<file path="config.mk">
export PLATFORM = sky130hd
export DESIGN_NAME = serial_subtractor
export DESIGN_NICKNAME = d
export VERILOG_FILES = /design/src/rtl/serial_sub_pkg.sv /design/src/rtl/full_subtractor.sv /design/src/rtl/serial_subtractor.sv
export SDC_FILE = /design/constraint.sdc
export NUM_CORES = 1
export LEC_CHECK = 0
export ABC_AREA = 1
export CAP_MARGIN = 30
export CORE_ASPECT_RATIO = 0.9
export CORE_MARGIN = 1
export CORE_UTILIZATION = 35
export CTS_CLUSTER_DIAMETER = 100
export DETAILED_ROUTE_END_ITERATION = 12
export PLACE_DENSITY = 0.67
export SYNTH_ARGS = -nofsm -noshare
export SYNTH_HDL_FRONTEND = slang
export SYNTH_SLANG_ARGS = --single-unit
</file>
<file path="constraint.sdc">
create_clock -name clk -period 1.72 [get_ports clk]
set_input_delay 0.344 -clock clk [delete_from_list [all_inputs] [get_ports clk]]
set_output_delay 0.344 -clock clk [all_outputs]
set_load 0.03 [all_outputs]
</file>
<file path="src/rtl/serial_sub_pkg.sv">
// serial_sub_pkg: shared FSM encodings, default width and counter sizing
package serial_sub_pkg;
    typedef enum logic [1:0] {IDLE = 2'd0, SHIFT = 2'd1, DONE = 2'd2} state_t;
    localparam int DEFAULT_WIDTH = 8;
    function automatic int cnt_width(input int w);
        return (w < 2) ? 1 : $clog2(w);
    endfunction
endpackage

</file>
<file path="src/rtl/full_subtractor.sv">
// full_subtractor: one-bit x - y - borrow_in step
module full_subtractor (
    input  logic x,
    input  logic y,
    input  logic borrow_in,
    output logic diff,
    output logic borrow_out
);
    assign diff       = x ^ y ^ borrow_in;
    assign borrow_out = (~x & y) | (~(x ^ y) & borrow_in);
endmodule

</file>
<file path="src/rtl/serial_subtractor.sv">
// serial_subtractor: bit-serial a - b, LSB first, one bit per clock; SERIAL_SUB_OVERFLOW_EN adds the signed overflow flag
module serial_subtractor
    import serial_sub_pkg::*;
#(
    parameter int WIDTH = DEFAULT_WIDTH
) (
    input  logic             clk,
    input  logic             rst_n,
    input  logic             start,
    input  logic [WIDTH-1:0] a,
    input  logic [WIDTH-1:0] b,
    output logic             busy,
    output logic             result_valid,
    input  logic             result_ready,
    output logic [WIDTH-1:0] diff,
    output logic             borrow_out
`ifdef SERIAL_SUB_OVERFLOW_EN
    ,
    output logic             overflow
`endif
);
    localparam int CW = cnt_width(WIDTH);
    state_t state, state_n;
    logic [WIDTH-1:0] a_r, b_r;
    logic [CW-1:0] cnt;
    logic last, accept, d, bo;

    full_subtractor u_fs (
        .x(a_r[0]),
        .y(b_r[0]),
        .borrow_in(borrow_out),
        .diff(d),
        .borrow_out(bo)
    );

    // state register
    always_ff @(posedge clk or negedge rst_n) begin
        if (!rst_n) state <= IDLE;
        else state <= state_n;
    end

    // next-state and status decode
    always_comb begin
        state_n      = state;
        last         = cnt == CW'(WIDTH - 1);
        accept       = state == IDLE && start;
        busy         = state != IDLE;
        result_valid = state == DONE;
        case (state)
            IDLE:    state_n = start ? SHIFT : IDLE;
            SHIFT:   state_n = last ? DONE : SHIFT;
            DONE:    state_n = result_ready ? IDLE : DONE;
            default: state_n = IDLE;
        endcase
    end

    // operand shifters, borrow flop, result register and bit counter
    always_ff @(posedge clk or negedge rst_n) begin
        if (!rst_n) begin
            a_r        <= '0;
            b_r        <= '0;
            diff       <= '0;
            borrow_out <= 1'b0;
            cnt        <= '0;
        end else if (accept) begin
            a_r        <= a;
            b_r        <= b;
            borrow_out <= 1'b0;
            cnt        <= '0;
        end else if (state == SHIFT) begin
            diff       <= {d, diff[WIDTH-1:1]};
            a_r        <= a_r >> 1;
            b_r        <= b_r >> 1;
            borrow_out <= bo;
            cnt        <= last ? '0 : cnt + 1'b1;
        end
    end

`ifdef SERIAL_SUB_OVERFLOW_EN
    // on the last step a_r[0]/b_r[0] are the original sign bits and d is the result sign
    always_ff @(posedge clk or negedge rst_n) begin
        if (!rst_n) overflow <= 1'b0;
        else if (accept) overflow <= 1'b0;
        else if (state == SHIFT && last) overflow <= (a_r[0] != b_r[0]) && (d != a_r[0]);
    end
`endif
endmodule

</file>
; Yosys cells after proc, flatten, opt, wreduce, memory -nomap -nowiden
; Index checks and enable logic that the tools add are counted.
[totals]
input_bits = 20
output_inout_bits = 11
ff_bits = 30
[op_classes]
eq_ne = 3
n_mux = 13
reduce_logical = 5
addsub = 1
bitwise = 8
[ops]
columns = op, n
row1 = $mux W8, 4
row2 = $mux W3, 3
row3 = $pmux W2 S3, 1
row4 = $mux W2, 2
row5 = $reduce_bool A2 Y1, 2
row6 = $add A3 B1 Y3 const B, 1
row7 = $eq A3 B3 Y1 const B, 1
row8 = $mux W1, 3
row9 = $not A1 Y1, 3
row10 = $and A1 B1 Y1, 2
row11 = $eq A2 B1 Y1 const B, 1
row12 = $eq A2 B2 Y1 const B, 1
row13 = $logic_not A2 Y1, 1
row14 = $reduce_and A2 Y1, 1
row15 = $xor A1 B1 Y1, 2
row16 = $logic_and A1 B1 Y1, 1
row17 = $or A1 B1 Y1, 1

; Depth between registers and ports, before layout
; Gate-level depths: netlist of run 1.
[logic_depth]
depth_word = 6
depth_mapped = 7
depth_no_buf = 5

; Cells and area by module
; Synthesis of run 1 repeated with hierarchy kept, for this count alone.
[hier_totals]
hier_cells = 190
hier_area_um2 = 1500.2
[by_module_without_submodules]
columns = mod, cells_per_inst, area_per_inst_um2, n_inst
row1 = serial_subtractor, 186, 1468.9, 1
row2 = full_subtractor, 4, 31.3, 1

; Worst setup path after synthesis of run 1
; OpenSTA, ideal clock, no wires.
[synth_timing]
kind = register to output
start = register state[1]
end = output port result_valid
stages_incl_launch_ff = 3
arrival_ns = 1.015
slack_ns = 0.361
n_path_buf = 0
required_time_ns = 1.376
path_cell_list = dfrtp_1 > inv_2 > nor2_1
[synth_between]
elab_chain_len = 1
[synth_rtl]
columns = element, line
row1 = "start, declared", serial_subtractor.sv:23  ; state_t state, state_n;
row2 = "start signal, assigned", serial_subtractor.sv:39  ; else state <= state_n;
row3 = $eq A2 B2 Y1, serial_subtractor.sv:48  ; result_valid = state == DONE;
row4 = "end, declared", serial_subtractor.sv:13  ; output logic result_valid,
; No other way between the ends.

; Worst setup path after layout of run 1
[layout_timing]
start = register diff[7]
end = output port diff[7]
[layout_lines]
columns = element, line
row1 = "start, declared", serial_subtractor.sv:15  ; output logic [WIDTH-1:0] diff,
row2 = "start signal, assigned", serial_subtractor.sv:71  ; diff <= {d, diff[WIDTH-1:1]};
; No word-level cell between the ends.

==> results of run 1 <==
[per-stage QoR]
step                      worst slack, ns  utilization [%]  hold slack (ns)  power, uW  area, sq um
after floorplan                     0.361                -           0.0484       2280         1510
after global placement             0.0137             44.5            0.458       2670         1830
after detailed placement          -0.0291             44.5            0.466       2700         1830
after CTS                          0.0135             48.0            0.464       3610         1970
after global routing              0.00232             48.2            0.497       3860         1980
final                              0.0483             48.2            0.448       3570         1980
[synth_stat cells (2+ instances only)]
library cell	number	area share [%]
o21ai_0	7	2.3
buf_6	4	3.0
nand2_1	77	19
buf_4	3	1.5
buf_2	3	1.0
nand3_1	31	10
o21ai_2	2	1.2
inv_1	20	5.0
ha_1	2	1.7
dfrtp_1	30	50
[power breakdown]
group | internal, uW | total, uW | switching [uW]
Sequential | 1020 | 1240 | 221
Clock | 618 | 899 | 281
Combinational | 572 | 1430 | 857
[what timing repair did]
| action | in CTS | in global routing |
|---|---|---|
| gates resized for setup | 0 | 4 |
| endpoints found under the hold margin | 0 | 0 |
| endpoints found under the setup margin | 0 | 4 |
[logic make-up after synthesis]
group / share of synthesized area, %
buffers and inverters: 10.7
adder cells (fa/ha/maj): 2.99
AND/OR/NAND/NOR: 32.6
AO/OA/AOI/OAI: 3.90
flip-flops: 49.8
[routing by layer]
layer | track usage, % | share of wire [%]
met5 | 0 | 0
met4 | 7.50 | 1.5
met1 | 20.3 | 47
met3 | 4.57 | 5.6
met2 | 21.8 | 46
[layout make-up]
class / count / area share [%]
clock buffers: 6 / 4.18
clock inverters: 2 / 3.04
inverters: 21 / 3.99
multi-input cells: 126 / 30.1
flip-flops and latches: 30 / 38.0
well taps: 48 / 3.04
repair buffers: 36 / 17.6
[worst paths after layout]
kind | startpoint | cells after the start | end | slack, ns
hold reg to reg | a_r[5]$_DFFE_PN0P_ | 2 | a_r[5]$_DFFE_PN0P_ | 0.48
hold / removal | rst_n | 2 | a_r[1]$_DFFE_PN0P_ | 0.45
max in group asynchronous | rst_n | 2 | state[1]$_DFF_PN0_ | 0.97
setup / recovery | diff[7]$_DFFE_PN0P_ | 1 | diff[7] | 0.05
setup reg to reg | state[0]$_DFF_PN0_ | 3 | cnt[0]$_DFFE_PN0P_ | 0.18
min in group clk | a_r[5]$_DFFE_PN0P_ | 2 | a_r[5]$_DFFE_PN0P_ | 0.48
[state kept, by name (all words and copies together), names as in the netlist]
signal / flops
a_r: 8
b_r: 8
diff: 8
cnt: 3
state: 2
borrow_out: 1
[worst register-to-register path: stages (launching register included)]
cell and delay (ns):
dfrtp_1 0.52, o21ai_2 0.72, nand2_1 0.15, o21ai_2 0.09
==> results by stage, run 1 <==
Synthesis:
- For this run, asynchronously set or reset flops after synthesis account for 100%.
- The count of flip-flops with a built-in enable after synthesis is 0.
- The sequential share of the synthesized area is roughly half.
- Averaged over all synthesized cells, the footprint is slightly above 8 sq um.
- The most used flip-flop cell after synthesis is dfrtp_1.
- The Yosys step of the flow raised 0 warnings.
- The cell count after synthesis came out at 187.
- The number of nets in the synthesized netlist is between 200 and 250.
- Counting flops and latches in the post-synthesis netlist gives 30.
- In this run, distinct cell masters in the synthesized netlist total 18.
- In this run the cell area of the synthesized design comes to between 0.0015 and 0.002 sq mm.

Timing:
- The minimum period implied by the final worst setup slack is roughly 1.7 ns.
- The setup clock skew after layout is approximately 0.0075 ns.
- The share of the cycle needed by the critical path after routing is between 90% and 100%.
- Setup repair after global routing left no endpoint under its margin.
- The final count of pins violating max slew is 0.
- The count of endpoints failing hold in the final timing report came to 0.
- The slew of the pin with the lowest slew margin is 0.808 ns.
- Setup violations remaining at the end of the flow were counted as 0.
- The headroom to the max-slew limit is between 40% and 50%.
- Based on the critical path, the design can be clocked at up to around 600 MHz.
- Setup total negative slack on the finished layout was measured at 0 ns.

Place:
- The sum of net half-perimeters after detailed placement is slightly below 2000 um.
- The post-placement cell count is between 200 and 300.
- The congestion estimate from routability-driven global placement came to 0.747.
- During placement, the flow inserted port buffers numbering 30.

Worst setup path:
- On the critical path the largest part of the delay comes from buffers and inverters.
- The critical path class is flop to output pin.
- The critical path's slowest cell is clkdlybuf4s50_1.
- The capturing element type of the critical path is an output pin.
- Counting both buffers and inverters, the worst setup path holds a total of 1.
- Data arrives at the worst endpoint at 1.33 ns.
- At the worst endpoint, the required time is approximately 1.4 ns.
- Along the worst path, the maximum fanout reaches 3.
- The worst setup path is launched from a flop.
- On the worst path, the slowest cell contributes a delay of roughly 0.67 ns.
- Walking the worst path, the cells encountered are clkdlybuf4s50_1.

Global routing:
- The wire length of the first global-routing pass is 5240 um.
- The initial antenna violation count was 0.
- The sum of overflow across all layers after global routing is 0.
- The global-route usage over all layers is 15.1%.
- The via count of the first global-routing pass came to approximately 1100.
- Entering global routing, the biggest net connects 31 pins.

Floorplanning:
- The die covers ~0.0046 sq mm.
- The die is around 64 um tall.
- The initial standard-cell utilization of the core is approximately 37%.
- The floorplan core area is about 0.0041 sq mm.
- The I/O pin count is 31.
- The standard-cell row count is 22.
- The die is between 70 and 80 um wide.

Power and ir drop:
- The worst-case IR drop observed on VDD is between 0.0006 and 0.0007 V.
- The cell leakage power is roughly 0.0011 uW.
- In this run the power density over the cells is approximately 1800 mW/mm^2.

Layout:
- The number of nets in the layout is ~240.
- The library cell used most frequently in the layout, excluding fill and tap cells, is nand2_1.
- Compared with the post-synthesis result, the final layout area differs by 31.1%.
- The number of antenna cells inserted is 0.
- The final cell count without fillers is about 270.
- The ratio of cells with drive above 1 in the final layout is between 10% and 20%.
- The area used by multi-input combinational logic is between 500 and 600 sq um.
- Across the whole layout, storage elements account for about 750 sq um.
- Fill cells in the final layout number between 300 and 400.
- The library cells used most frequently in the layout, excluding fill and tap cells, are nand2_1, nand3_1, dfrtp_1.

Clocking:
- TritonCTS created 5 clock buffers.
- In this run the number of H-tree levels came out at 2.
- Clock tree synthesis found a total of 30 sinks.
- The number of hold buffers added after cts is 0.
- TritonCTS built the clock tree.
- The number of setup buffers added after CTS is 0.
- The clock root buffer is clkbuf_8.
- The clock-pin slew on the worst setup and hold paths is about 0.07 ns.
- The maximum count of clock buffers along a single path is 2.
- The source-to-sink clock delay at the later pin of the worst-skew pair is roughly 0.28 ns.

Route:
- The detailed-route vias per instance is approximately 4.7.
- After detailed routing, the number of remaining DRC violations is 2.
- The first-pass iteration count of the detailed router is 8.
- The count of nets left with antenna violations once routing finished came out at 0.
- The violation count after the first detailed-route iteration is between 50 and 60.
- The overall routed net length is about 3000 um.
- The total via count after detailed routing is roughly 1300.
- The average wire per cell in the routed design is around 11 um.

Outcome:
- The checks that failed: DRC.
- The run finished, with violations left.

Min path:
- The kind of path behind the tightest hold check is input pin to asynchronous set/reset pin.

Job:
- The max capacitance violation total is 0.
Note: power is estimated with default switching activity, not from simulation.
==> run 2: changes to the inputs <==
--- a/config.mk
+++ b/config.mk
@@ -13,6 +13,7 @@
 export CTS_CLUSTER_DIAMETER = 100
 export DETAILED_ROUTE_END_ITERATION = 12
 export PLACE_DENSITY = 0.67
+export SLEW_MARGIN = 0
 export SYNTH_ARGS = -nofsm -noshare
 export SYNTH_HDL_FRONTEND = slang
 export SYNTH_SLANG_ARGS = --single-unit
==> results of run 2 <==
Same layout as run 1: the final DEF is identical, and so are final timing and power.
==> RTL change 1, RTL diff (config.mk and constraints of run 2) <==
The package constant `DEFAULT_WIDTH` goes from 8 to 6.
--- a/src/rtl/serial_sub_pkg.sv
+++ b/src/rtl/serial_sub_pkg.sv
@@ -3,3 +3,3 @@
     typedef enum logic [1:0] {IDLE = 2'd0, SHIFT = 2'd1, DONE = 2'd2} state_t;
-    localparam int DEFAULT_WIDTH = 8;
+    localparam int DEFAULT_WIDTH = 6;
     function automatic int cnt_width(input int w);
Ports: changed (resized a, b and diff); port bits go from 31 to 25. The function was not compared with the original's and may differ.
==> RTL change 1 against run 2 <==
Total power fell by 35%. Synthesized area decreased by 30%. Global-route usage is 0.16 points higher. Cell area is 31% lower. Worst setup slack better by 0.065 ns. Maximum frequency increased by 4.0%. Sequential cell count shrank 6. Clock skew decreased by 0.0052 ns. Routed wire length fell by 31%. Largest cell class unchanged. Worst hold slack lost 0.075 ns.
==> RTL change 1: results (changes against run 2) <==
metric	value	unit	change
Gate Count Post-Synth	123		-34%
post-synthesis mux area share	0		unchanged
FF+latch count, synth	24		-20%
Critical-path top delay cell	dfrtp_1		
Iteration-0 DRC Markers	49		-7.5%
register area share after synthesis	0.566		+0.0681
worst relative slew slack	0.711		+0.249
status	finished, final reports clean		
share of the core filled with cells	0.487		+0.00467
ant diodes	0		unchanged
vias in the first global route	841		-26%
CP peak stage delay	0.42	ns	-0.25 ns
pre-CTS worst setup slack	0.171	ns	+0.200 ns
total iterations of the first detailed-routing run	4		-4
Synth Area in Compound Gates	0.0495		+0.0105
CP max FO	3		unchanged
leakage power	0.723	nW	-32%
Synth cell types	16		-2
Worst R2R Path Depth	4		+1
Vias	862		-31%
fin nets	168		-31%
largest net degree at the start of global routing	25		-19%
global-route wire length before repair	3590	um	-31%
Synth area leaders	dfrtp_1 (57%), nand2_1 (21%), nand3_1 (5.7%)		
Regs by FF count	a_r (6), b_r (6), diff (6)		
IO buf count	24		-20%
layout cell share with drive strength beyond 1	0.0667		-0.0419
final wirelength	2080	um	-31%
Reg clk slew, reported paths	0.13	ns	+0.06 ns
CP delay by family, top	flip-flops		
DR vias/cell	4.54		-2.9%
cell area after placement	1330	um2	-27%
worst vdd ir	672	uV	+5.6%
clk_skew	0.00226	ns	-0.00519 ns
syn nets	140		-33%
H-tree depth	1		-1
synthesized-area fraction occupied by adder cells	0.0189		-0.0110
root buffer cell	clkbuf_4		
synth cell count leaders	nand2_1 (58), dfrtp_1 (24), nand3_1 (12), inv_1 (9)		
Final HPWL DP	1500	um	-24%
Routability Congestion	0.703		-5.9%
total CTS buffers	3		-2
XOR/XNOR share of the synthesized area	0		unchanged
max-cap viol count	0		unchanged
overall routing resource usage	0.152		+0.00159
HP Class	input port to asynchronous set/reset pin		
# placed instances	186		-29%
# fillers	293		-26%
CP Data Arrival Time	1.26	ns	-0.07 ns
clock latency at the later pin of the worst-skew pair	0.31	ns	+0.03 ns
[RTL change 1: cell count changes in the layout (fill, tap and decap cells not counted), sizes merged, moves of 5 or more]
cell           delta
dfrtp             -6
clkdlybuf4s50    -10
nand3            -19
dlygate4sd2       +5
inv              -10
nand2            -20
buf               -6
[RTL change 1: report_power, final]
group,internal (mW),switching (mW),leakage [nW]
combinational,0.380,0.688,0.395
clock,0.129,0.168,0.0210
sequential,0.805,0.149,0.307
total,1.31,1.01,0.723
[RTL change 1: what timing repair did]
item                                    in CTS  in global routing
hold buffers                                 0                  0
resized for setup                            6                  4
pin swaps                                    0                  0
endpoints found under the setup margin       6                  4
[RTL change 1: cells by family (layout without fill, tap and decap cells)]
logic type      Yosys count  after routing
compound gates            8              8
fa+ha+maj                 1              1
buf+inv                  14             41
flops                    24             24
simple gates             76             76
[RTL change 1: path summary, 6_finish.rpt]
kind / startpoint / to / slack [ns]
worst max-delay path: state[1] / busy / 0.11
worst min-delay path: rst_n / diff[3] / 0.37
worst max register to register: state[0] / b_r[4] / 0.49
worst min register to register: a_r[5] / a_r[5] / 0.49
max in group asynchronous: rst_n / b_r[4] / 1.12
min in group clk: a_r[5] / a_r[5] / 0.49
[RTL change 1: area by class of cell]
| class | count | share of cell area |
|---|---|---|
| multi-input combinational | 85 | 0.278 |
| inverter | 11 | 0.0338 |
| timing repair buffer | 26 | 0.187 |
| tap | 40 | 0.0365 |
| sequential | 24 | 0.438 |
| clock buffer | 4 | 0.0265 |
[RTL change 1: per-layer routing]
layer,vias up,GRT usage,part of all wire
met1,397,0.170,0.44
li1,435,-,-
met3,2,0.0544,0.067
met5,-,0,0
met4,0,0.0233,0.0043
met2,28,0.285,0.48
==> RTL change 2, RTL diff (flow settings as in run 2) <==
Without the edit above. Re-encode `state_t` (3 states) as one-hot, 3 bits wide.
--- a/src/rtl/serial_sub_pkg.sv
+++ b/src/rtl/serial_sub_pkg.sv
@@ -2,3 +2,3 @@
 package serial_sub_pkg;
-    typedef enum logic [1:0] {IDLE = 2'd0, SHIFT = 2'd1, DONE = 2'd2} state_t;
+    typedef enum logic [2:0] {IDLE = 3'b001, SHIFT = 3'b010, DONE = 3'b100} state_t;
     localparam int DEFAULT_WIDTH = 8;
Check against the original RTL: no difference found for any inputs over 10 cycles, from zero or initial values and one cycle with rst_n low; not proved beyond that.
==> RTL change 2 against run 2 <==
Sequential cell count is 1 higher. Total power is 11% higher. Cell area is 11% higher. Worst hold slack worse by 0.034 ns. Maximum frequency is 1.1% higher. Synthesized area is 10% higher. Routed wire length is 19% higher. Worst setup slack better by 0.019 ns. Largest cell class unchanged.
==> RTL change 2: results (changes against run 2) <==
metric	value	unit	change
synth cell count leaders	nand2_1 (60), nand3_1 (42), dfrtp_1 (30), inv_1 (24), nand4_1 (14)		
r2r setup slk	0.33	ns	+0.15 ns
global-route wire length before repair	6090	um	+16%
Reg-to-Reg Start	state[2]		
layout cell share with drive strength beyond 1	0.160		+0.0519
CP max FO	2		-1
Critical path destination	diff[1]		
Iteration-0 DRC Markers	86		+62%
final wirelength	3560	um	+19%
Worst-Margin Slew	0.351	ns	-0.457 ns
initial antenna violation count	0		unchanged
vias in the first global route	1301		+15%
total CTS buffers	5		unchanged
HP Class	input port to asynchronous set/reset pin		
Worst R2R Path Depth	5		+2
total iterations of the first detailed-routing run	4		-4
CP Data Arrival Time	1.31	ns	-0.02 ns
largest net degree at the start of global routing	37		+19%
yosys warns	0		unchanged
worst r2r dst	b_r[3]		
clk buf depth	2		unchanged
Routability Congestion	0.712		-4.6%
Vias	1417		+13%
Synth area leaders	dfrtp_1 (45%), nand2_1 (14%), nand3_1 (13%)		
DR vias/cell	4.65		-0.58%
syn nets	229		+9.0%
worst setup path start	diff[1]		
register area share after synthesis	0.467		-0.0310
# fillers	454		+14%
Critical-path top delay cell	clkdlybuf4s50_1		
Reg clk slew, reported paths	0.07	ns	about the same
max-cap viol count	0		unchanged
overall routing resource usage	0.162		+0.0112
Mean Syn Cell Area	8.08	um2	+0.19%
clk_skew	0.00753	ns	+0.0000754 ns
leakage power	1.20	nW	+12%
Synth cell types	20		+2
Async SR Flop Fraction	1.00		unchanged
ant diodes	0		unchanged
Max Fclk	0.605	GHz	+1.1%
CP delay by family, top	buffers and inverters		
status	finished, final reports clean		
H-tree depth	2		unchanged
fin nets	265		+9.1%
worst vdd ir	598	uV	-6.1%
CP peak stage delay	0.67	ns	about the same
# placed instances	293		+12%
root buffer cell	clkbuf_8		
pre-CTS worst setup slack	0.0810	ns	+0.110 ns
Final HPWL DP	2360	um	+19%
Sum Neg Setup Slack	0	ns	unchanged
clock latency at the later pin of the worst-skew pair	0.29	ns	
Regs by FF count	a_r (8), b_r (8), diff (8)		
IO buf count	30		unchanged
RTL change 2: cell types whose count changed in the layout (fill, tap and decap cells not counted), moves of 4 or more:
cell,change
buf_4,+5
inv_1,+4
nand2_1,-17
nand3_1,+10
nand4_1,+14
o21ai_0,-6
RTL change 2: worst min-delay path by stage:
stage | end | slack (ns) | depth (start not counted)
after CTS | b_r[7] | 0.42 | 2
after floorplan | a_r[0] | 0.05 | 0
after detailed placement | diff[0] | 0.48 | 2
after global routing | b_r[7] | 0.44 | 2
after global placement | diff[0] | 0.47 | 2
final | borrow_out | 0.41 | 2
RTL change 2: kinds of logic after synthesis:
logic type      count (synthesis)  share of synthesized area
flops                          31                      0.467
simple gates                  124                      0.348
buf+inv                        39                      0.113
compound gates                  9                     0.0451
fa+ha+maj                       3                     0.0271
RTL change 2: what timing repair did:
| action | 4_1_cts | 5_1_grt |
|---|---|---|
| endpoints found under the hold margin | 0 | 0 |
| buffers inserted | 0 | 4 |
| endpoints found under the setup margin | 1 | 22 |
| gates resized for setup | 1 | 6 |
| pin swaps | 0 | 1 |
RTL change 2: where the power goes:
part | switching [mW] | total [mW] | leakage, nW | internal [mW]
logic | 1.13 | 1.90 | 0.765 | 0.770
clock network | 0.271 | 0.739 | 0.0612 | 0.468
registers | 0.242 | 1.33 | 0.376 | 1.09
RTL change 2: per-layer routing:
layer | up-vias | track usage | routed length (um)
li1 | 736 | - | -
met3 | 7 | 0.0373 | 127
met2 | 24 | 0.243 | 1570
met4 | 0 | 0.0708 | 65
met1 | 650 | 0.223 | 1790
met5 | - | 0 | 0
RTL change 2: final cells by class:
| type | instances | area, um2 | area share |
|---|---|---|---|
| Multi-Input combinational cell | 136 | 704 | 0.320 |
| Clock buffer | 6 | 82.6 | 0.0376 |
| Inverter | 25 | 93.8 | 0.0427 |
| Clock inverter | 2 | 35.0 | 0.0159 |
| Tap cell | 62 | 77.6 | 0.0353 |
| Timing Repair Buffer | 43 | 427 | 0.194 |
| Sequential cell | 31 | 778 | 0.354 |
RTL change 2: stage by stage:
stage / cell area [um2] / hold slack [ns]
floorplan: 1660 / 0.0484
global placement: 2040 / 0.474
detailed placement: 2040 / 0.477
CTS: 2150 / 0.417
global route: 2200 / 0.444
finish: 2200 / 0.414
